===== src/rtl/minutes_time_controller_pkg.sv =====
`default_nettype none
// +----------------------------------------------------------------------+
// | minutes_pkg                                                          |
// | Shared state encoding and digit limits for the minute stage.         |
// | Revision: 1.0                                                        |
// +----------------------------------------------------------------------+
package minutes_pkg;
    typedef enum logic [1:0] {
        RUN     = 2'd0,
        EDIT_LM = 2'd1,
        EDIT_RM = 2'd2
    } state_t;

    localparam int RM_MAX = 9;
    localparam int LM_MAX = 5;
    localparam int RM_W   = 4;
    localparam int LM_W   = 3;
endpackage
`default_nettype wire


===== src/rtl/minutes_time_controller_bcd_digit_counter.sv =====
`default_nettype none
// +----------------------------------------------------------------------+
// | bcd_digit_counter                                                    |
// | Single wrapping digit, 0..MAX; wrap flags the MAX->0 step.           |
// | Revision: 1.0                                                        |
// +----------------------------------------------------------------------+
module bcd_digit_counter #(
    parameter int MAX = 9,
    parameter int W   = 4
) (
    input  logic         clk,
    input  logic         rst_n,
    input  logic         inc,
    input  logic         en,
    output logic [W-1:0] value,
    output logic         wrap
);
    logic [W-1:0] r_value;

    always_ff @(posedge clk) begin
        if (!rst_n) begin
            r_value <= '0;
        end else if (inc && en) begin
            r_value <= (r_value == W'(MAX)) ? '0 : r_value + W'(1);
        end
    end

    assign value = r_value;
    assign wrap  = inc && (r_value == W'(MAX));
endmodule
`default_nettype wire


===== src/rtl/minutes_time_controller.sv =====
`default_nettype none
// +----------------------------------------------------------------------+
// | minutes_time_controller                                              |
// | Minute digits for time and alarm, run/set-time/set-alarm sequencing. |
// | Revision: 1.0                                                        |
// +----------------------------------------------------------------------+
module minutes_time_controller
    import minutes_pkg::*;
#(
    parameter int TIMEOUT_CYCLES = 1024
) (
    input  logic            clk,
    input  logic            rst_n,
    input  logic            min_tick,
    input  logic            btn_mode,
    input  logic            btn_inc,
    input  logic            alarm_sel,
    output logic [RM_W-1:0] time_rm,
    output logic [LM_W-1:0] time_lm,
    output logic [RM_W-1:0] alarm_rm,
    output logic [LM_W-1:0] alarm_lm,
    output logic            hour_carry,
    output logic            edit_lm,
    output logic            edit_rm,
    output logic            edit_alarm,
    output logic            alarm_match
);
    localparam int TO_W = (TIMEOUT_CYCLES > 0) ? $clog2(TIMEOUT_CYCLES + 1) : 1;

    state_t          r_state;
    state_t          w_nextState;
    logic            r_editAlarm;
    logic            r_hourCarry;
    logic            r_alarmMatch;
    logic            w_isRun;
    logic            w_tickAct;
    logic            w_incPulse;
    logic            w_incLm;
    logic            w_incRm;
    logic            w_timeout;
    logic            w_timeRmWrap;
    logic            w_timeLmWrap;
    logic            w_alarmRmWrap;
    logic            w_alarmLmWrap;
    logic            w_unusedAlarmWrap;
    logic [RM_W-1:0] w_nextRm;
    logic [LM_W-1:0] w_nextLm;

    assign w_isRun    = (r_state == RUN);
    // Ticks keep counting while the alarm is being edited; time edits drop them.
    assign w_tickAct  = min_tick && (w_isRun || r_editAlarm);
    assign w_incPulse = btn_inc && !btn_mode;
    assign w_incLm    = w_incPulse && (r_state == EDIT_LM);
    assign w_incRm    = w_incPulse && (r_state == EDIT_RM);

    bcd_digit_counter #(.MAX(RM_MAX), .W(RM_W)) u_timeRm (
        .clk  (clk),
        .rst_n(rst_n),
        .inc  (w_tickAct || (w_incRm && !r_editAlarm)),
        .en   (1'b1),
        .value(time_rm),
        .wrap (w_timeRmWrap)
    );

    bcd_digit_counter #(.MAX(LM_MAX), .W(LM_W)) u_timeLm (
        .clk  (clk),
        .rst_n(rst_n),
        .inc  ((w_tickAct && w_timeRmWrap) || (w_incLm && !r_editAlarm)),
        .en   (1'b1),
        .value(time_lm),
        .wrap (w_timeLmWrap)
    );

    bcd_digit_counter #(.MAX(RM_MAX), .W(RM_W)) u_alarmRm (
        .clk  (clk),
        .rst_n(rst_n),
        .inc  (w_incRm),
        .en   (r_editAlarm),
        .value(alarm_rm),
        .wrap (w_alarmRmWrap)
    );

    bcd_digit_counter #(.MAX(LM_MAX), .W(LM_W)) u_alarmLm (
        .clk  (clk),
        .rst_n(rst_n),
        .inc  (w_incLm),
        .en   (r_editAlarm),
        .value(alarm_lm),
        .wrap (w_alarmLmWrap)
    );

    assign w_unusedAlarmWrap = w_alarmRmWrap ^ w_alarmLmWrap;

    // Post-tick time, so the match pulse lines up with the new digits.
    assign w_nextRm = w_timeRmWrap ? '0 : time_rm + RM_W'(1);
    assign w_nextLm = !w_timeRmWrap ? time_lm :
                      (time_lm == LM_W'(LM_MAX)) ? '0 : time_lm + LM_W'(1);

    generate
        if (TIMEOUT_CYCLES > 0) begin : g_timeout
            logic [TO_W-1:0] r_toCnt;

            always_ff @(posedge clk) begin
                if (!rst_n) begin
                    r_toCnt <= '0;
                end else if ((w_nextState != r_state) || btn_mode || btn_inc) begin
                    r_toCnt <= '0;
                end else if (!w_isRun) begin
                    r_toCnt <= r_toCnt + TO_W'(1);
                end
            end

            // A button in the expiry cycle counts as activity and defers the return.
            assign w_timeout = !w_isRun && (r_toCnt == TO_W'(TIMEOUT_CYCLES))
                               && !btn_mode && !btn_inc;
        end else begin : g_noTimeout
            assign w_timeout = 1'b0;
        end
    endgenerate

    always_ff @(posedge clk) begin
        if (!rst_n) begin
            r_state <= RUN;
        end else begin
            r_state <= w_nextState;
        end
    end

    always_comb begin
        w_nextState = r_state;
        if (btn_mode) begin
            case (r_state)
                RUN:     w_nextState = EDIT_LM;
                EDIT_LM: w_nextState = EDIT_RM;
                default: w_nextState = RUN;
            endcase
        end else if (w_timeout) begin
            w_nextState = RUN;
        end
    end

    always_comb begin
        edit_lm = (r_state == EDIT_LM);
        edit_rm = (r_state == EDIT_RM);
    end

    always_ff @(posedge clk) begin
        if (!rst_n) begin
            r_editAlarm  <= 1'b0;
            r_hourCarry  <= 1'b0;
            r_alarmMatch <= 1'b0;
        end else begin
            if (w_isRun && btn_mode) begin
                r_editAlarm <= alarm_sel;
            end
            r_hourCarry  <= w_tickAct && w_timeLmWrap;
            r_alarmMatch <= w_tickAct && (w_nextLm == alarm_lm) && (w_nextRm == alarm_rm);
        end
    end

    assign edit_alarm  = r_editAlarm;
    assign hour_carry  = r_hourCarry;
    assign alarm_match = r_alarmMatch;
endmodule
`default_nettype wire


===== config.mk =====
export PLATFORM = sky130hd
export DESIGN_NAME = minutes_time_controller
export DESIGN_NICKNAME = d
export VERILOG_FILES = /design/src/rtl/minutes_time_controller_pkg.sv /design/src/rtl/minutes_time_controller_bcd_digit_counter.sv /design/src/rtl/minutes_time_controller.sv
export SDC_FILE = /design/constraint.sdc
export NUM_CORES = 1
export LEC_CHECK = 0
export ABC_CLOCK_PERIOD_IN_PS = 2100
export BUFFER_PORTS_ARGS = -buffer_cell sky130_fd_sc_hd__buf_2
export CORE_AREA = 2 2 58 60
export CTS_CLUSTER_SIZE = 10
export DETAILED_ROUTE_END_ITERATION = 6
export DIE_AREA = 0 0 60 62
export GPL_TIMING_DRIVEN = 0
export PLACE_DENSITY = 0.75
export SETUP_SLACK_MARGIN = 0.02
export SYNTH_ARGS = -nofsm -noshare
export SYNTH_HDL_FRONTEND = slang
export SYNTH_SLANG_ARGS = --single-unit

===== constraint.sdc =====
create_clock -name clk -period 2.1 [get_ports clk]
set_clock_uncertainty 0.15 [all_clocks]
set_input_delay 0.315 -clock clk [delete_from_list [all_inputs] [get_ports clk]]
set_output_delay 0.315 -clock clk [all_outputs]
set_load 0.02 [all_outputs]

Yosys cells after proc, flatten, opt, wreduce, memory -nomap -nowiden --
Index checks and enable logic that the tools add are counted.
Word-level totals: bits in registers 30, bits in latches 0, memory bits (writable) 0, bits in read-only memories 0, logic and storage cells 63, memories kept 0
Cells by class: $add $sub $neg 5, multiply operators 0, div/mod/pow operators 0, $lt $le $gt $ge 0, equal/unequal tests 10, shift operators 0, mux-type cells 9, bitwise logic cells 1, reductions and logical operators 29
Operators by type and width (count):
- $logic_and A1 B1 Y1 | 18
- $mux W4 | 3
- $add A11 B1 Y11 const B | 1
- $eq A11 B11 Y1 const B | 1
- $mux W3 | 3
- $add A4 B1 Y4 const B | 2
- $eq A4 B4 Y1 const B | 2
- $add A3 B1 Y3 const B | 2
- $eq A3 B3 Y1 const B | 2
- $logic_or A1 B1 Y1 | 5
- $eq A4 B4 Y1 | 1
- $logic_not A1 Y1 | 4
- $mux W2 | 2
- $pmux W2 S2 | 1
- $eq A3 B3 Y1 | 1
- $eq A2 B1 Y1 const B | 1
- $eq A2 B2 Y1 const B | 1
- $logic_not A2 Y1 | 1
- $ne A2 B2 Y1 | 1
- $reduce_or A2 Y1 | 1
- $not A1 Y1 | 1

Depth between registers and ports, before layout --
Gate-level depths: netlist of the first run.
word-level depth 11, mapped depth 7

Hierarchy --
A second synthesis of the first run with hierarchy kept.
Second synthesis, totals: cells, all modules 196, area, all modules 1682.9 µm²
Modules (own cells, without submodules):
- minutes_time_controller | times used 1, cells an instance 124, area each 1002.2 µm², sequential area each 320.3 µm²
- bcd_digit_counter (u_alarmRm ...) | times used 2, cells an instance 22, area each 195.2 µm², sequential area each 80.1 µm²
- bcd_digit_counter (u_alarmLm ...) | times used 2, cells an instance 14, area each 145.1 µm², sequential area each 60.1 µm²

Worst setup path after synthesis of the first run --
Ideal clock, no wire load.
kind register -> register, from register u_timeRm.r_value[0] (netlist: u_timeRm.value[0]), to register r_alarmMatch (netlist: alarm_match), arrival 1.797 ns, path slack 0.087 ns, stages on the path, launching flop included 6, clock period less this slack 2.013 ns, cell sequence dfxtp_1 -> ha_1 -> nand3b_1 -> a221o_1 -> or4_1 -> a2bb2oi_2
Between the ends: word-level cells in the longest chain between the ends 6, elaborated cells between the ends (all ways) 9
Ends and longest elaborated chain:
- from (decl) | line minutes_time_controller_bcd_digit_counter.sv:18 | logic [W-1:0] r_value;
- from (signal assigned) | line minutes_time_controller_bcd_digit_counter.sv:24 | r_value <= (r_value == W'(MAX)) ? '0 : r_value + W'(1);
- parallel branches: the longest is 5 deep, another holds $add A4 B1 Y4
- $logic_and A1 B1 Y1 * | line minutes_time_controller.sv:157 | r_alarmMatch <= w_tickAct && (w_nextLm == alarm_lm) && (w_nextRm == alarm_rm);
- to (signal assigned) | line minutes_time_controller.sv:157
- to (decl) | line minutes_time_controller.sv:34 | logic r_alarmMatch;
Mark *: on every way between the ends. A chain may end at the register's enable or synchronous reset.

Worst setup path in the final report of the first run --
Same ends and word-level chain as after synthesis.

==> results.md, run 1 <==
- Status: finished clean
- Via/cell ratio: 5.215
- Clk slew on worst S/H paths: 0.10 ns
- Sequential Power Share: 0.516
- Fillers: 307
- Setup crit end kind: register
- CP required: 2.22 ns
- Synth top area share: 0.3661
- Max-Cap Viols: 0
- Drt wl/cell: 11.49 um
- Commonest non-fill, non-tap cell in the layout: dfxtp_1
- CTS tree: built
- Global-route wire length before repair: 5168 um
- Hold Path Origin: alarm_sel
- Post-Syn Nets: 202
- Maximum VDD drop: 311.3 uV
- Core ar.: 0.003179 mm^2
- Startpoint Class: register
- Fin Setup TNS: 0 ns
- Power Density: 602.7 mW/mm^2
- Crit share post-route: 0.9324
- Initial antenna violation count: 0
- Crit-path slowest cell: or4_1
- GRT Resource Usage Total: 0.1881
- Comb power frac: 0.109
- Clock Power Share: 0.376
- Grt total ovfl: 0
- Final hold violations: 0
- Boundary Pins: 25
- Clock latency on the worst-skew pair: 0.33 ns
- Port Buffers: 24
- Dpl hpwl: 2305 um
- Commonest non-fill, non-tap cells in the layout: dfxtp_1, buf_2, nor2_1, nor2b_1, nand2_1
- Final instance area: 0.001898 mm^2
- Clock buffer depth: 2
- Switch share: 0.2464
- Sequential element share of the synthesized area: 0.3661
- Number of CTS-inserted buffers: 5
- Critical path origin: u_timeRm.value[0]$_SDFFE_PN0N_
- Maximum fanout along the worst path: 7
- Relative slew slack: 0.6122
- Critical Path Max Stage Delay: 0.55 ns
- Distinct cells, synth: 44
- Final Total Pwr: 1144 uW
- WS Path Type: reg -> reg
- F_max: 0.5107 GHz
- CTS HTree Levels: 2
- Gpl congestion: 0.7833
- Largest net degree at the start of global routing: 11
- Router iterations before antenna repair: 4
- # setup viols final: 0
- Die ar.: 0.003720 mm^2
- Layout cells sized above 1: 0.1696
- Iter 0 DRT Violations: 82
- Yosys warnings: 0
- Cell Rows: 21
- Ys flop type: dfxtp_1
- Ant diodes: 0
- Vias: 1,408
- Hold_buf cts: 0
- Mapped Cells: 192
- Die Wd: 60 um
- Mean Syn Cell Area: 8.543 um^2
- Async SR Flop Fraction: 0
- P_sw: 281.9 uW
- Post-synth EDFFs: 0
- Area Growth Syn to Fin: 15.71%
- FF-to-FF Start: u_timeRm.value[0]$_SDFFE_PN0N_
- Routed Antenna Nets: 0
- Arrival @ worst endpoint: 2.08 ns
- Cell Area, Synth: 0.001640 mm^2
- Unrepaired setup endpoints after global routing: false
- Flop and latch count out of synthesis: 30
- Cell Area, Placed: 0.001818 mm^2
- Largest cells by area after synthesis: dfxtp_1, xnor2_1, nor2b_1
- Vias in the first global route: 1,239
- Period minus WS final: 1.958 ns
- Final #Nets: 233
- CTS root buf: clkbuf_4
- Area leader, netlist: dfxtp_1
- Tightest Pin Transition: 0.5794 ns
- Int Pwr: 862.1 uW
- Final Slew Violations: 0
- Initial core utilization: 0.5159
- Tightest Hold Check Type: in -> reg
- Post-CTS setup buffers: 0
- Final WL: 3101 um
- LEAKAGE: 0.0007719 uW
- CTS sink count: 30
- Die Y: 62 um
- DR DRC count: 0
- Worst path cell trace: ha_1 -> nand3b_1 -> a221o_1 -> or4_1 -> a2bb2oi_2
==> state kept, by name, indices dropped and copies added (netlist names) <==
register / cells
u_alarmLm.value: 3
hour_carry: 1
u_timeRm.value: 4
g_timeout.r_toCnt: 11
u_alarmRm.value: 4
alarm_match: 1
r_state: 2
u_timeLm.value: 3
edit_alarm: 1
==> final timing paths <==
path,end,slack [ns],depth (start not counted)
setup / recovery,alarm_match$_SDFF_PN0_,0.14,5
hold / removal,edit_alarm$_SDFFE_PN0P_,0.08,3
setup reg to reg,alarm_match$_SDFF_PN0_,0.14,5
hold reg to reg,g_timeout.r_toCnt[1]$_SDFFE_PP0N_,0.35,2
==> cell usage after synthesis, drive strengths merged (3+ instances only) <==
| master | number |
|---|---|
| and3 | 5 |
| mux2i | 3 |
| nand2 | 14 |
| nand4 | 4 |
| o21ai | 5 |
| xor2 | 8 |
| a21oi | 8 |
| nor2b | 17 |
| inv | 7 |
| and2 | 3 |
| a21boi | 5 |
| ha | 4 |
| dfxtp | 30 |
| nor2 | 22 |
| clkbuf | 3 |
| nor3 | 7 |
| nand3 | 6 |
| xnor2 | 13 |
==> logic make-up (layout without fill, tap and decap cells) <==
logic type / after synthesis / in the layout / share of synthesized area
AO/OA/AOI/OAI: 26 / 26 / 0.1068
XOR/XNOR: 21 / 21 / 0.1121
buffers and inverters: 11 / 43 / 0.02975
AND/OR/NAND/NOR: 96 / 96 / 0.3295
adder cells (fa/ha/maj): 4 / 4 / 0.03051
flip-flops: 30 / 30 / 0.3661
multiplexers: 4 / 4 / 0.02517
==> per-stage QoR <==
stage	utilization	std cells	worst slack (ns)	hold WS, ns
floorplan	-	192	0.08740	0.2932
global placement	0.5718	262	0.08529	0.3340
detailed placement	0.5718	262	0.06539	0.3419
CTS	0.5966	270	0.02835	0.08625
global route	0.5970	270	0.03064	0.1033
finish	0.5970	270	0.1420	0.08476
==> power groups by stage <==
stage / logic (uW) / clock network, uW / registers, uW
after floorplan: 82.8 / 0 / 609
after global placement: 124 / 0 / 603
after detailed placement: 125 / 0 / 603
after CTS: 125 / 444 / 590
after global routing: 140 / 468 / 593
final: 124 / 430 / 590
==> critical path, delay by kind of cell, from the launching register on <==
family                     cells  cell delay (ns)
adders and majority gates      1             0.18
AOI/OAI and AO/OA              2             0.47
DFF                            1             0.41
and+or+nand+nor                2             0.69
==> area by class of cell <==
| cell class | count | area, um^2 | area share |
|---|---|---|---|
| Multi-Input combinational cell | 151 | 991.0 | 0.5221 |
| Sequential cell | 30 | 601.8 | 0.3171 |
| Timing Repair Buffer | 24 | 120.1 | 0.06328 |
| Clock buffer | 8 | 78.83 | 0.04153 |
| Tap cell | 46 | 57.56 | 0.03032 |
| Inverter | 7 | 26.28 | 0.01384 |
| Buffer | 4 | 22.52 | 0.01187 |
==> routing by layer <==
layer  track usage  vias up  part of all wire
met5             0        -                 0
met4       0.09524        0             0.011
met3       0.04555        3             0.038
met2        0.3230       28              0.47
met1        0.2191      651              0.48
li1              -      726                 -
==> repair_timing <==
| action | in CTS | in global routing |
|---|---|---|
| hold endpoints to repair | 0 | 0 |
| resized for setup | 0 | 1 |
| endpoints found under the setup margin | 0 | 1 |
Power figures use the tool's default switching activity.
==> run 2: changes to the inputs <==
- ABC_CLOCK_PERIOD_IN_PS: 2100 -> 1800
- CORE_AREA: 2 2 58 60 -> 2 2 61 63
- DIE_AREA: 0 0 60 62 -> 0 0 63 65
- PLACE_DENSITY: 0.75 -> 0.72
- clock period: 2.1 -> 1.8 ns (I/O delays scaled with it)
==> run 2 against run 1 <==
  * The run now ends with setup timing left
  * Setup slack lost 0.16 ns
  * Sequential share of layout area fell by 0.65 points
  * Register-to-register slack lost 0.16 ns
  * Core utilization down 3.0 points
  * Clock power up 23%
  * Die area grew 10%
==> results.md, run 2 (synthesis results as in run 1) <==
- Cell Area, Placed: 0.001827 mm^2 (+0.48%)
- Global-route wire length before repair: 5692 um (+10%)
- Relative slew slack: 0.7256 (+0.1133)
- Largest net degree at the start of global routing: 11 (unchanged)
- DR DRC count: 0 (unchanged)
- Switch share: 0.2490 (+0.002528)
- Layout cells sized above 1: 0.2500 (+0.08036)
- LEAKAGE: 0.0008054 uW (+4.3%)
- Crit share post-route: 1.009 (+0.07672)
- Commonest non-fill, non-tap cells in the layout: dfxtp_1, buf_2, nor2_1, nor2b_1, nand2_1
- CTS root buf: clkbuf_4
- Hold EP: edit_alarm$_SDFFE_PN0P_
- CTS sink count: 30 (unchanged)
- Vias in the first global route: 1,315 (+6.1%)
- Final hold violations: 0 (unchanged)
- Clock latency on the worst-skew pair: 0.33 ns (about the same)
- Met2 usage: 0.3165 (-0.006492)
- Clock buffer depth: 2 (unchanged)
- Via/cell ratio: 5.120 (-1.8%)
- Int Pwr: 1038 uW (+20%)
- Period minus WS final: 1.816 ns (-0.1416 ns)
- Max reg flops: 11 (unchanged)
- Area of the multi-input gates: 0.001028 mm^2 (+3.8%)
- Initial core utilization: 0.4692 (-0.04672)
- Core ar.: 0.003496 mm^2 (+10%)
- Tightest Pin Transition: 0.4116 ns (-0.1678 ns)
- R2R Setup Slk: -0.02 ns (-0.16 ns)
- Area Growth Syn to Fin: 20.82%
- Reg with most FFs: g_timeout.r_toCnt
- Met1 Use GR: 0.2049 (-0.01417)
- Power Density: 697.2 mW/mm^2 (+16%)
- Cell Rows: 22 (+4.8%)
- CTS tree: built
- Port Buffers: 24 (unchanged)
- Die Y: 65 um (+4.8%)
- # setup viols final: 1 (+1)
- Dpl hpwl: 2364 um (+2.6%)
- FF-to-FF Start: u_timeRm.value[1]$_SDFFE_PN0N_
- R2R cell count: 6 (+1)
- Fillers: 324 (+5.5%)
- Setup crit end kind: register
- Drt wl/cell: 12.08 um (+5.2%)
- Routing usage on met3: 0.03125 (-0.01430)
- Register area: 615.6 um^2 (+2.3%)
- Final WL: 3334 um (+7.5%)
- Slack of the critical path: -0.01641 ns (-0.1584 ns)
- Final core area utilization: 0.5669 (-0.03008)
- Vias: 1,413 (+0.36%)
- Status: finished, violations left
- Hold_buf cts: 0 (unchanged)
- Sequential Power Share: 0.502 (-0.014)
- Die Wd: 63 um (+5.0%)
- Final Slew Violations: 0 (unchanged)
- Gpl congestion: 0.8065 (+3.0%)
- Clk slew on worst S/H paths: 0.10 ns (about the same)
- P_sw: 344.0 uW (+22%)
- Maximum fanout along the worst path: 5 (-2)
- Final instance area: 0.001982 mm^2 (+4.4%)
- Grt total ovfl: 0 (unchanged)
- Comb power frac: 0.116 (+0.007)
- Final #Nets: 237 (+1.7%)
- Routed Antenna Nets: 0 (unchanged)
- Initial antenna violation count: 0 (unchanged)
- Startpoint Class: register
- CP required: 1.93 ns (-0.29 ns)
- CTS HTree Levels: 2 (unchanged)
- GR peak layer: met2
- Router iterations before antenna repair: 4 (unchanged)
- F_max: 0.5505 GHz (+7.8%)
- Number of CTS-inserted buffers: 5 (unchanged)
- RR Endpoint: alarm_match$_SDFF_PN0_
- Unrepaired setup endpoints after global routing: true
- Arrival @ worst endpoint: 1.94 ns (-0.14 ns)
- Fin Setup TNS: -0.01641 ns (-0.01641 ns)
- Hold Crit Depth: 3 (unchanged)
- Tightest Hold Check Type: in -> reg
- Boundary Pins: 25 (unchanged)
- Max-Cap Viols: 0 (unchanged)
- GRT Resource Usage Total: 0.1772 (-0.01088)
- Hold Path Origin: alarm_sel
- Iter 0 DRT Violations: 52 (-37%)
- WS Path Type: reg -> reg
- Maximum VDD drop: 540.6 uV (+74%)
- Clock Power Share: 0.382 (+0.006)
- Die ar.: 0.004095 mm^2 (+10%)
- Ant diodes: 0 (unchanged)
- Failing checks: setup timing
run 2: cell count changes in the layout (fill, tap and decap cells not counted), sizes merged:
cell / previous run / this run
clkinv: 0 / 2
buf: 25 / 30
bufinv: 0 / 1
clkbuf: 11 / 7
run 2: metal layers:
metal | wire length [um] | up-vias
li1 | - | 731
met3 | 103 | 5
met4 | 44 | 0
met2 | 1579 | 21
met1 | 1607 | 656
met5 | 0 | -
run 2: worst max-delay path, stage by stage (launching register included):
cell and delay (ns):
dfxtp_4 0.37, inv_2 0.06, ha_4 0.12, nand3b_1 0.10, a221o_1 0.31, or4_4 0.52, a2bb2oi_2 0.13
run 2: power groups by stage:
stage / Clock [uW] / Sequential [uW] / Combinational, uW
after floorplan: 0 / 711 / 96.6
after global placement: 0 / 704 / 146
after detailed placement: 0 / 705 / 147
after CTS: 543 / 686 / 155
after global routing: 564 / 697 / 177
final: 527 / 694 / 160
run 2: how the worst max path moves through the flow:
stage / start / to / slack (ns) / cells after the start
global placement: u_timeRm.value[0]$_SDFFE_PN0N_ / alarm_match$_SDFF_PN0_ / -0.09 / 5
detailed placement: u_timeRm.value[0]$_SDFFE_PN0N_ / alarm_match$_SDFF_PN0_ / -0.1 / 5
finish: u_timeRm.value[1]$_SDFFE_PN0N_ / alarm_match$_SDFF_PN0_ / -0.02 / 6
global route: u_timeRm.value[1]$_SDFFE_PN0N_ / alarm_match$_SDFF_PN0_ / -0.04 / 6
floorplan: edit_alarm$_SDFFE_PN0P_ / alarm_match$_SDFF_PN0_ / -0.04 / 5
CTS: edit_alarm$_SDFFE_PN0P_ / alarm_match$_SDFF_PN0_ / -0.04 / 5
run 2: final cells by class:
| class | instances | share of cell area |
|---|---|---|
| well taps | 48 | 0.03030 |
| repair buffers | 30 | 0.08333 |
| multi-input cells | 151 | 0.5189 |
| inverters | 7 | 0.01326 |
| flip-flops and latches | 30 | 0.3106 |
| clock inverters | 3 | 0.02020 |
| clock buffers | 5 | 0.01894 |
| plain buffers | 2 | 0.004419 |
run 2: per-stage QoR:
stage | total power [uW] | setup slack (ns) | hold WS [ns] | cells
2_1_floorplan | 808.1 | -0.03957 | 0.2468 | 192
3_3_place_gp | 849.9 | -0.08907 | 0.3366 | 264
3_5_place_dp | 851.8 | -0.09526 | 0.3439 | 264
4_1_cts | 1384 | -0.03835 | 0.04692 | 275
5_1_grt | 1438 | -0.04311 | 0.08791 | 276
6_report | 1382 | -0.01641 | 0.05183 | 276
run 2: timing repair:
action,4_1_cts,5_1_grt
setup buffers,3,3
gates resized for setup,2,13
pin swaps,0,4
endpoints found under the setup margin,16,23
==> run 3: changes to the inputs <==
- ABC_AREA: not set -> 1
- SKIP_LAST_GASP: not set -> 1
==> run 3 against run 2 <==
  * The run now ends clean
  * Sequential power increased by 0.7%
  * Area after synthesis rose by 0.15%
  * Sequential share of layout area increased by 0.45 points
  * Count of clock-buffer cells in the layout grew 2
  * Global-route usage increased by 1.3 points
  * Clock power fell by 32%
  * First-iteration DRC count rose by 35%
  * Routed wire length grew 1.8%
  * Total power fell by 11%
  * Non-clock buffer count decreased by 4
  * Worst hold slack worse by 0.012 ns
  * Maximum frequency rose by 9.7%
  * Critical path type is now reg -> out
==> results.md, run 3 <==
- Dpl ws: 0.08900 ns (+0.1843 ns)
- CP required: 1.38 ns (-0.55 ns)
- R2R Setup Slk: 0.16 ns (+0.18 ns)
- CTS HTree Levels: 2 (unchanged)
- Buf+Inv Stages, Crit Path: 2 (+1)
- Area Growth Syn to Fin: 16.98%
- Initial antenna violation count: 0 (unchanged)
- Largest net degree at the start of global routing: 11 (unchanged)
- Post-synth EDFFs: 0 (unchanged)
- Unrepaired setup endpoints after global routing: true
- Sequential Power Share: 0.565 (+0.063)
- Switch share: 0.2810 (+0.03203)
- Final hold violations: 0 (unchanged)
- Die ar.: 0.004095 mm^2 (unchanged)
- Maximum VDD drop: 502.7 uV (-7.0%)
- Hold_buf cts: 0 (unchanged)
- Grt total ovfl: 0 (unchanged)
- Hold slack: 0.04012 ns (-0.01171 ns)
- Final WL: 3395 um (+1.8%)
- Period minus WS final: 1.656 ns (-0.1606 ns)
- Comb power frac: 0.144 (+0.028)
- F_max: 0.6039 GHz (+9.7%)
- Iter 0 DRT Violations: 70 (+35%)
- CTS tree: built
- Ys flop type: dfxtp_1
- Vias: 1,487 (+5.2%)
- FF-to-FF Start: g_timeout.r_toCnt[0]$_SDFFE_PP0N_
- GRT Resource Usage Total: 0.1902 (+0.01298)
- Synth top area share: 0.3656 (-0.0005577)
- Hold Path Origin: btn_inc
- Setup crit end kind: output pin
- Clock buffer depth: 2 (unchanged)
- Via/cell ratio: 4.797 (-6.3%)
- Status: finished clean
- Register area: 605.6 um^2 (-1.6%)
- Arrival @ worst endpoint: 1.24 ns (-0.70 ns)
- Clock Power Share: 0.291 (-0.091)
- Startpoint Class: register
- Tightest Hold Check Type: in -> reg
- Hold Crit Depth: 3 (unchanged)
- Power Density: 643.3 mW/mm^2 (-7.7%)
- Initial core utilization: 0.4699 (+0.0007160)
- Crit path max-delay family: flip-flops
- Gpl congestion: 0.7589 (-5.9%)
- Routed Antenna Nets: 0 (unchanged)
- Async SR Flop Fraction: 0 (unchanged)
- Layout cells sized above 1: 0.2481 (-0.001908)
- Die Wd: 63 um (unchanged)
- Reg with most FFs: g_timeout.r_toCnt
- WS Path Type: reg -> out
- Vias in the first global route: 1,480 (+13%)
- Crit-path slowest cell: dfxtp_1
- Core ar.: 0.003496 mm^2 (unchanged)
- Fin Setup TNS: 0 ns (+0.01641 ns)
- Cell Area, Synth: 0.001643 mm^2 (+0.15%)
- P_sw: 347.4 uW (+0.99%)
- Relative slew slack: 0.7729 (+0.04728)
- Synth cell count leaders: nand2_1, dfxtp_1, inv_1
- Die Y: 65 um (unchanged)
- RR Endpoint: g_timeout.r_toCnt[10]$_SDFFE_PP0N_
- Distinct cells, synth: 30 (-32%)
- Number of CTS-inserted buffers: 5 (unchanged)
- Dpl hpwl: 2586 um (+9.4%)
- Ant diodes: 0 (unchanged)
- Worst path cell trace: inv_1 -> nor2_2 -> buf_2
- # setup viols final: 0 (-1)
- Boundary Pins: 25 (unchanged)
- Router iterations before antenna repair: 4 (unchanged)
- Sequential element share of the synthesized area: 0.3656 (-0.0005577)
- DR DRC count: 0 (unchanged)
- Area leader, netlist: dfxtp_1
- Drt wl/cell: 10.95 um (-9.3%)
- Post-Syn Nets: 239 (+18%)
- Max-Cap Viols: 0 (unchanged)
- Flop and latch count out of synthesis: 30 (unchanged)
- R2R cell count: 8 (+2)
- Area of the multi-input gates: 920.9 um^2 (-10%)
- Yosys warnings: 0 (unchanged)
- Crit share post-route: 0.9199 (-0.08921)
- Most common cell in the netlist: nand2_1
- Mapped Cells: 229 (+19%)
- Clk slew on worst S/H paths: 0.08 ns (-0.02 ns)
- Fillers: 379 (+17%)
- Mean Syn Cell Area: 7.174 um^2 (-16%)
- Maximum fanout along the worst path: 5 (unchanged)
- CTS sink count: 30 (unchanged)
- Hold EP: r_state[1]$_SDFF_PN0_
- Global-route wire length before repair: 6037 um (+6.1%)
- Critical Path Max Stage Delay: 0.49 ns (-0.03 ns)
- Clock latency on the worst-skew pair: 0.32 ns (about the same)
- CTS root buf: clkbuf_4
- Final #Nets: 272 (+15%)
- Max reg flops: 11 (unchanged)
- Tightest Pin Transition: 0.3378 ns (-0.07380 ns)
- Commonest non-fill, non-tap cells in the layout: nand2_1, inv_1, dfxtp_1, buf_2, nor2_1
- Final Slew Violations: 0 (unchanged)
- Slack of the critical path: 0.1442 ns (+0.1606 ns)
- Port Buffers: 23 (-4.2%)
- Final Total Pwr: 1236 uW (-11%)
- Commonest non-fill, non-tap cell in the layout: nand2_1
- LEAKAGE: 0.0008332 uW (+3.4%)
- Cell Rows: 22 (unchanged)
- Int Pwr: 888.9 uW (-14%)
- Largest cells by area after synthesis: dfxtp_1, nand2_1, inv_1
[run 3: changes by cell type in the layout (fill, tap and decap cells not counted), moves of 4 or more]
| cell | change |
|---|---|
| nand2_1 | +25 |
| inv_1 | +22 |
| nor2b_1 | -16 |
| nand3_1 | +13 |
| xnor2_1 | -12 |
| a21oi_1 | +9 |
| nand2_2 | +6 |
| nor2_2 | +6 |
| and3_1 | -5 |
| nor2_4 | +5 |
| o21ai_0 | +5 |
| buf_4 | -4 |
[run 3: layout make-up]
type	count	area share
Sequential cell	30	0.3151
Timing Repair Buffer	26	0.07813
Inverter	33	0.06445
Clock buffer	7	0.02344
Buffer	2	0.008464
Multi-Input combinational cell	164	0.4792
Tap cell	48	0.03125
[run 3: repair_timing]
action,in CTS,in global routing
endpoints found under the setup margin,0,16
resized for setup,0,11
setup buffers,0,3
[run 3: power by group through the flow]
| stage | sequential [uW] | combinational, uW | clock (uW) |
|---|---|---|---|
| after floorplan | 722 | 117 | 0 |
| after global placement | 713 | 169 | 0 |
| after detailed placement | 713 | 172 | 0 |
| after CTS | 698 | 173 | 376 |
| after global routing | 702 | 205 | 410 |
| final | 699 | 178 | 360 |
[run 3: per-layer routing]
metal  up-vias  track usage  routed length [um]
met5         -            0                   0
met3         4      0.05729                 137
met1       649       0.2233                1616
met4         0      0.09722                  52
met2        26       0.3138                1588
li1        808            -                   -
[run 3: worst max-delay path by stage]
stage,from,end,cells after the start,slack (ns)
after floorplan,u_timeRm.value[0]$_SDFFE_PN0N_,u_timeLm.value[1]$_SDFFE_PN0P_,8,0.12
after global placement,u_timeRm.value[0]$_SDFFE_PN0N_,u_timeLm.value[1]$_SDFFE_PN0P_,8,0.11
after detailed placement,u_timeRm.value[0]$_SDFFE_PN0N_,u_timeLm.value[1]$_SDFFE_PN0P_,8,0.09
after CTS,g_timeout.r_toCnt[0]$_SDFFE_PP0N_,g_timeout.r_toCnt[10]$_SDFFE_PP0N_,9,0.05
after global routing,g_timeout.r_toCnt[0]$_SDFFE_PP0N_,g_timeout.r_toCnt[10]$_SDFFE_PP0N_,8,-0.004
final,r_state[0]$_SDFF_PN0_,edit_lm,3,0.14
[run 3: metrics by stage]
stage,util,std cells,cell area (um^2)
after floorplan,-,229,1643
after global placement,0.5200,300,1818
after detailed placement,0.5200,300,1818
after CTS,0.5329,307,1863
after global routing,0.5497,310,1922
final,0.5497,310,1922
[run 3: worst reg2reg max path, delay by kind of cell (launching register included)]
| kind | cells | cell delay [ns] |
|---|---|---|
| flip-flops | 1 | 0.36 |
| AND/OR/NAND/NOR | 5 | 0.66 |
| AO/OA/AOI/OAI | 2 | 0.19 |
| adder cells (fa/ha/maj) | 1 | 0.17 |
[run 3: cell families (layout without fill, tap and decap cells)]
group | after synthesis | in the layout | synth area share
and+or+nand+nor | 115 | 115 | 0.3465
buffers and inverters | 35 | 68 | 0.08149
adders and majority gates | 4 | 4 | 0.03047
xor gates and xnor gates | 9 | 9 | 0.04798
DFF | 30 | 30 | 0.3656
AOI/OAI and AO/OA | 36 | 36 | 0.1279
